`config.mk`:
```
export PLATFORM = sky130hd
export DESIGN_NAME = seq_gen_2b
export DESIGN_NICKNAME = d
export VERILOG_FILES = /design/src/rtl/seq_gen_pkg.sv /design/src/rtl/seq_gen_shreg.sv /design/src/rtl/seq_gen_2b.sv
export SDC_FILE = /design/constraint.sdc
export NUM_CORES = 1
export LEC_CHECK = 0
export BUFFER_PORTS_ARGS = -buffer_cell sky130_fd_sc_hd__buf_2
export CAP_MARGIN = 30
export CORE_MARGIN = 2
export CORE_UTILIZATION = 52
export DETAILED_ROUTE_END_ITERATION = 6
export MAX_ROUTING_LAYER = met4
export PLACE_DENSITY = 0.76
export REMOVE_ABC_BUFFERS = 1
export SETUP_SLACK_MARGIN = 0.2
export SLEW_MARGIN = 5
export SYNTH_ARGS = -nofsm -noshare
export SYNTH_HDL_FRONTEND = slang
export SYNTH_SLANG_ARGS = --single-unit
```
`constraint.sdc`:
```
create_clock -name clk -period 2.1 [get_ports clk]
set_input_delay 0.21 -clock clk [delete_from_list [all_inputs] [get_ports clk]]
set_output_delay 0.21 -clock clk [all_outputs]
set_load 0.01 [all_outputs]
```
`src/rtl/seq_gen_pkg.sv`:
```
// rtl/seq_gen_pkg.sv - shared state encoding and idle symbol for the {B,A} pattern generator
package seq_gen_pkg;

  typedef enum logic [1:0] {
    IDLE = 2'd0,
    SEND = 2'd1,
    GAP  = 2'd2
  } state_t;

  localparam logic [1:0] SYM_IDLE = 2'b00;

endpackage

```
`src/rtl/seq_gen_shreg.sv`:
```
// rtl/seq_gen_shreg.sv - loadable pattern shift register, shifts left one 2-bit symbol per enable
module seq_gen_shreg
  import seq_gen_pkg::*;
#(
  parameter int W = 16
) (
  input  logic         clk,
  input  logic         clr,
  input  logic         load,
  input  logic [W-1:0] load_val,
  input  logic         shift,
  output logic [1:0]   top
);

  logic [W-1:0] sr;

  always_ff @(posedge clk) begin
    if (clr) begin
      sr <= {(W/2){SYM_IDLE}};
    end else if (load) begin
      sr <= load_val;
    end else if (shift) begin
      sr <= sr << 2;
    end
  end

  assign top = sr[W-1 -: 2];

endmodule

```
`src/rtl/seq_gen_2b.sv`:
```
// rtl/seq_gen_2b.sv - serial 2-bit-per-cycle pattern generator with repeat and idle gaps
// Optional continuous mode is built only when SEQ_GEN_LOOP_EN is defined.
module seq_gen_2b
  import seq_gen_pkg::*;
#(
  parameter int PAT_W   = 16,
  parameter int GAP_CYC = 2,
  parameter int LEN_W   = $clog2(PAT_W/2 + 1)
) (
  input  logic             clk,
  input  logic             clr,
  input  logic             start,
  input  logic [PAT_W-1:0] pat,
  input  logic [LEN_W-1:0] len,
  input  logic [7:0]       reps,
  input  logic             loop,
  output logic             B,
  output logic             A,
  output logic             valid,
  output logic             busy,
  output logic             done,
  output logic             err
);

  localparam int              SYM_W    = (PAT_W > 2) ? $clog2(PAT_W/2) : 1;
  localparam logic [LEN_W-1:0] MAX_LEN = LEN_W'(PAT_W/2);
  localparam logic [3:0]      GAP_LAST = 4'(GAP_CYC - 1);

  state_t           state;
  logic [PAT_W-1:0] pat_q;
  logic [LEN_W-1:0] len_q;
  logic [7:0]       frm_cnt;
  logic [SYM_W-1:0] sym_cnt;
  logic [3:0]       gap_cnt;

  logic             sr_load;
  logic             sr_shift;
  logic [PAT_W-1:0] sr_val;
  logic [1:0]       sr_top;
  logic             len_ok;
  logic             last_sym;
  logic             loop_hold;
  logic             more;

  assign len_ok   = (len != '0) && (len <= MAX_LEN);
  assign last_sym = (LEN_W'(sym_cnt) + LEN_W'(1)) == len_q;

`ifdef SEQ_GEN_LOOP_EN
  assign loop_hold = loop;
`else
  logic unused_loop;
  assign unused_loop = loop;
  assign loop_hold   = 1'b0;
`endif

  assign more = loop_hold || (frm_cnt != 8'd0);

  // Symbol 0 goes straight to the output register, so the shifter is loaded pre-shifted
  always_comb begin
    sr_load  = 1'b0;
    sr_shift = 1'b0;
    sr_val   = pat_q << 2;
    case (state)
      IDLE: begin
        sr_load = start && len_ok;
        sr_val  = pat << 2;
      end
      SEND: begin
        if (last_sym) sr_load = more && (GAP_CYC == 0);
        else          sr_shift = 1'b1;
      end
      GAP:     sr_load = (gap_cnt == 4'd0);
      default: sr_load = 1'b0;
    endcase
  end

  seq_gen_shreg #(.W(PAT_W)) u_shreg (
    .clk      (clk),
    .clr      (clr),
    .load     (sr_load),
    .load_val (sr_val),
    .shift    (sr_shift),
    .top      (sr_top)
  );

  always_ff @(posedge clk) begin
    done <= 1'b0;
    err  <= 1'b0;
    if (clr) begin
      state   <= IDLE;
      pat_q   <= '0;
      len_q   <= '0;
      frm_cnt <= '0;
      sym_cnt <= '0;
      gap_cnt <= '0;
      {B, A}  <= SYM_IDLE;
      valid   <= 1'b0;
      busy    <= 1'b0;
    end else begin
      case (state)
        IDLE: begin
          if (start) begin
            if (len_ok) begin
              pat_q   <= pat;
              len_q   <= len;
              frm_cnt <= reps;
              sym_cnt <= '0;
              state   <= SEND;
              {B, A}  <= pat[PAT_W-1 -: 2];
              valid   <= 1'b1;
              busy    <= 1'b1;
            end else begin
              err <= 1'b1;
            end
          end
        end
        SEND: begin
          if (!last_sym) begin
            sym_cnt <= sym_cnt + SYM_W'(1);
            {B, A}  <= sr_top;
          end else if (more) begin
            // In continuous mode the frame counter is frozen
            if (!loop_hold) frm_cnt <= frm_cnt - 8'd1;
            sym_cnt <= '0;
            if (GAP_CYC == 0) begin
              {B, A} <= pat_q[PAT_W-1 -: 2];
            end else begin
              state   <= GAP;
              gap_cnt <= GAP_LAST;
              {B, A}  <= SYM_IDLE;
              valid   <= 1'b0;
            end
          end else begin
            state  <= IDLE;
            done   <= 1'b1;
            {B, A} <= SYM_IDLE;
            valid  <= 1'b0;
            busy   <= 1'b0;
          end
        end
        GAP: begin
          if (gap_cnt == 4'd0) begin
            state  <= SEND;
            {B, A} <= pat_q[PAT_W-1 -: 2];
            valid  <= 1'b1;
          end else begin
            gap_cnt <= gap_cnt - 4'd1;
          end
        end
        default: state <= IDLE;
      endcase
    end
  end

endmodule

```
; ---- Yosys cells after proc, flatten, opt, wreduce, memory -nomap -nowiden
; Index checks and enable logic that the tools add are counted.
[classes]
reduce_logical = 20
add_sub_neg = 4
n_shift = 0
n_mul = 0
n_div = 0
muxes = 46
n_eq_ne = 11
n_lt_le_gt_ge = 1
n_bitwise = 4
[ops]
columns = op, count
row1 = $mux 16, 3
row2 = $mux 8, 4
row3 = $mux 1, 18
row4 = $pmux 8 s2, 1
row5 = $reduce_and 4->1, 4
row6 = $reduce_and 5->1, 3
row7 = $ne 2x2->1 const B, 7
row8 = $mux 3, 4
row9 = $mux 4, 3
row10 = $mux 2, 5
row11 = $pmux 1 s3, 3
row12 = $pmux 4 s2, 1
row13 = $reduce_bool 8->1, 1
row14 = $sub 8x1->8 const B, 1
row15 = $pmux 2 s3, 1
row16 = $pmux 3 s2, 1
row17 = $reduce_bool 2->1, 3
row18 = $reduce_or 3->1, 2
row19 = $add 3x1->4 const B, 1
row20 = $eq 4x4->1, 1
row21 = $le 4x4->1 const B, 1
row22 = $logic_not 4->1, 1
row23 = $not 1->1, 4
row24 = $pmux 1 s2, 2
row25 = other kinds (10), 11
[totals]
reg_bits = 59
romBits = 0
latchBits = 0
out_inout_bits = 6
elab_cells = 99
input_bits = 32
mem_count = 0
ramBits = 0

; ---- Longest topological paths before layout
[logic_depth]
word_depth = 6
depth_mapped = 9
ltp_nobuf = 7

; ---- Modules after synthesis
; Synthesis repeated with hierarchy kept, for this count alone.
[unflattened]
cells_unflattened = 376
hier_area_um2 = 3221.8
[by_module_without_submodules]
columns = module, seq_area_each_um2, n_inst, area_each_um2, cells_per_inst
row1 = seq_gen_2b, 860.8, 1, 2463.6, 303
row2 = seq_gen_shreg, 320.3, 1, 758.2, 73

; ---- Worst setup path before layout
; No wires, ideal clock.
[synth_path]
path_kind = register -> register
from = reg gap_cnt[0]
to = reg state[1]
path_slack_ns = 0.027
stages_incl_launch_ff = 9
t_arrival_ns = 2.006
setup_time_ns = 0.067
synth_period_minus_slack_ns = 2.073
cell_sequence = dfxtp_1 -> inv_1 -> ha_1 -> or3b_4 -> and2_4 -> or3_1 -> buf_2 -> or3_1 -> a21oi_2
[synth_via]
elab_chain_len = 3
[synth_rtl]
columns = item, line_no
row1 = start: declaration, seq_gen_2b.sv:34  ; logic [3:0] gap_cnt;
row2 = start signal: assignment, seq_gen_2b.sv:147  ; gap_cnt <= gap_cnt - 4'd1;
row3 = $logic_not 4->1, seq_gen_2b.sv:142  ; if (gap_cnt == 4'd0) begin
row4 = $ne 2x2->1 (no source line), --
row5 = $reduce_and 4->1 (no source line), --
row6 = end signal: assignment, seq_gen_2b.sv:134  ; state <= IDLE;
row7 = end signal: assignment, seq_gen_2b.sv:143  ; state <= SEND;
row8 = end signal: assignment, seq_gen_2b.sv:150  ; default: state <= IDLE;
row9 = end: declaration, seq_gen_2b.sv:29  ; state_t state;
; Every way passes these cells.
; A chain may end at the register's enable or synchronous reset.

; ---- Worst setup path after layout
[layout_path]
from = reg gap_cnt[1]
to = reg state[1]
; Same word-level chain as after synthesis.

==> results by group <==
Timing
  • Rel. slew slack: 0.501
  • Setup violators final: 0
  • Final hold slack: roughly 0.11 ns
  • RSZ-0062 raised after global routing: true
  • Tmin final: 2.00 ns
  • Worst Max-Slew Pin Slew: 0.747 ns
  • Fin. Hold Viols: 0
  • Period utilization: 0.951
  • Clk_skew: 0.00540 ns
  • FMAX: between 500 and 600 MHz
  • Final slew viol count: 0
  • Post-route setup slack: 0.104 ns

Synth
  • Number of enable flip-flop cells after synthesis: 0
  • Sequential share of the synthesized area: 0.380
  • Synth area leader: dfxtp_1
  • Syn. warnings: 0
  • Seq cells post-synth: 57
  • Top FF cell, synth: dfxtp_1
  • Async set or reset register ratio after synthesis: 0
  • Gate Count Post-Synth: 362
  • Synth top area share: 0.380
  • Top post-synthesis cells by area: dfxtp_1 38%, a21oi_1 9.2%, nand2_1 7.0%
  • Mean Syn Cell Area: between 8 and 9 µm²
  • Synthesized area: 3010 µm²
  • Netlist cell types: 56

Layout
  • Share of layout cells above drive strength 1: 0.347
  • P&R area growth vs syn: 29.2%
  • Design Area, Final: 3880 µm²
  • Fin util: 0.701
  • Nets: between 400 and 500
  • Antenna cell count: 0
  • Commonest cells after routing, fill and taps aside: 56 x nand2_1, 54 x a21oi_1, 51 x dfxtp_1, 36 x buf_2, 32 x buf_4
  • Most common cell after layout, fill and taps aside: nand2_1
  • Number of fill cells: 463

Routing
  • DR WL/cell: 14.7 µm
  • Initial detailed-routing violation count: 143
  • Total wire length: 7.37 mm
  • Vias: 2859
  • Post-route ant nets: 0
  • DR vias/cell: 5.70
  • Drt first pass iters: 4
  • Drc violations: 0

Clock network
  • CTS tree: done
  • Root Driver: clkbuf_8
  • Clock sink total: 57
  • H-tree Lvls: 3
  • Clk pin slew, worst setup/hold paths: 0.07 ns
  • CTS max path bufs: 2
  • Clk_lat worst skew: about 0.34 ns
  • Clock buffers created by TritonCTS: 9

Job
  • Max_cap viols: 0

Floorplanning
  • Die Footprint: 6410 µm²
  • Io pins: 38
  • Starting Density: 0.543
  • Die X: 80.0 µm
  • DIE HEIGHT: between 80 and 90 µm
  • Row cnt: 27
  • Placeable Area: 5540 µm²

GRT
  • Largest net degree at the start of global routing: 44
  • Initial antenna violation count: 0
  • Vias in the first global route: 2688
  • GRT Total Usage: 0.248
  • First-pass GRT wire length: 12.1 mm
  • Grt total ovfl: 0

Power
  • Clk pwr share: 0.278
  • Max VDD drop: 0.648 mV
  • Net Sw Frac: 0.336
  • P_leak: ~1.6 nW
  • Flop pwr share: 0.355
  • Power share of the combinational group: 0.367
  • Pwr/cell area: 950 nW/µm²
  • Cell Int Power: 2.45 mW
  • Switching pwr: 1.24 mW

Place
  • GP Congestion: 0.862
  • Cell Area, Placed: ~3400 µm²
  • Port Buffer Count: 36
  • Post-DP HPWL: 4.65 mm
  • Pre-CTS WS: -0.0638 ns

Critical path
  • Startpoint Class: flop
  • Crit Path Max Fanout: 4
  • Arrival time of the worst setup path: 2.27 ns
  • Endpoint class of the critical path: flop
  • Critical path type: reg -> reg
  • Required time worst endpoint: 2.38 ns

Hold path
  • Worst Hold Class: in -> reg

Run status
  • Status: finished clean
==> path summary, 6_finish.rpt <==
check	startpoint	to	slack (ns)	cells after the start
min reg2reg	pat_q[7]$_SDFFE_PP0P_	pat_q[7]$_SDFFE_PP0P_	0.45	2
max	gap_cnt[1]$_SDFFE_PP0P_	state[1]$_SDFFE_PP0P_	0.10	7
max reg2reg	gap_cnt[1]$_SDFFE_PP0P_	state[1]$_SDFFE_PP0P_	0.10	7
min	pat[2]	pat_q[2]$_SDFFE_PP0P_	0.11	3
==> stage by stage <==
| step | std cells | total power [mW] | setup TNS, ns |
|---|---|---|---|
| floorplan | 339 | 2.07 | -2.77 |
| global placement | 475 | 2.46 | 0 |
| detailed placement | 475 | 2.49 | -0.112 |
| CTS | 499 | 3.63 | 0 |
| global route | 502 | 3.90 | 0 |
| finish | 502 | 3.69 | 0 |
==> timing repair <==
action	4_1_cts	5_1_grt
gates resized for setup	28	17
hold endpoints to repair	0	0
endpoints found under the setup margin	32	45
setup buffers	8	3
pin swaps	16	13
hold buffers	0	0
==> critical path, stage by stage, from the launching register on <==
cell and delay [ns]:
dfxtp_2 0.33, inv_2 0.06, ha_4 0.13, or3b_4 0.37, and2_4 0.17, or3_4 0.40
or3_4 0.35, a21oi_2 0.12
==> cells by family (layout without fill, tap and decap cells) <==
group | count (synthesis) | count (layout) | share of synthesized area
buf+inv | 34 | 102 | 0.0466
xor+xnor | 6 | 6 | 0.0175
fa+ha+maj | 8 | 8 | 0.0333
mux | 28 | 28 | 0.0982
compound gates | 112 | 112 | 0.241
simple gates | 117 | 117 | 0.184
flops | 57 | 57 | 0.380
==> routing by layer <==
| layer | share of wire | up-vias | wire, µm | GRT usage |
|---|---|---|---|---|
| li1 | - | 1419 | - | - |
| met1 | 0.42 | 1362 | 3100 | 0.292 |
| met2 | 0.51 | 65 | 3790 | 0.418 |
| met3 | 0.049 | 13 | 358 | 0.0464 |
| met4 | 0.016 | 0 | 119 | 0.103 |
| met5 | 0 | - | 0 | - |
==> cell usage after synthesis, types with 3 or more instances <==
master / instances
dfxtp_1: 57
nand2_1: 56
a21oi_1: 55
o21ai_0: 20
nor2_1: 17
mux2i_1: 16
clkbuf_1: 15
mux2_2: 12
inv_1: 11
nor3_1: 9
ha_1: 8
nand3_1: 7
a211oi_1: 4
buf_2: 4
or4_1: 4
a211o_1: 3
a31oi_1: 3
and3_1: 3
nand2b_1: 3
or3_1: 3
xnor2_1: 3
xor2_1: 3
==> sequential cells by signal (all words and copies together), names as in the netlist <==
register and flops:
A 1, frm_cnt 8, busy 1, B 1, state 2, pat_q 16, sym_cnt 3, u_shreg.sr 14
err 1, gap_cnt 4, len_q 4, done 1, valid 1
==> power groups by stage <==
stage,Combinational [mW],Sequential (mW),Clock (mW)
3_5_place_dp,1.18,1.32,0
3_3_place_gp,1.15,1.31,0
2_1_floorplan,0.753,1.31,0
4_1_cts,1.28,1.30,1.04
6_report,1.35,1.31,1.03
5_1_grt,1.49,1.33,1.09
==> final cells by class <==
class | instances | area [µm²] | area share
Multi-Input combinational cell | 271 | 1890 | 0.487
Sequential cell | 57 | 1150 | 0.296
Tap cell | 72 | 90.1 | 0.0232
Timing Repair Buffer | 75 | 517 | 0.133
Clock buffer | 10 | 138 | 0.0354
Inverter | 11 | 41.3 | 0.0106
Clock inverter | 6 | 57.6 | 0.0148
(Power assumes the default switching activity.)
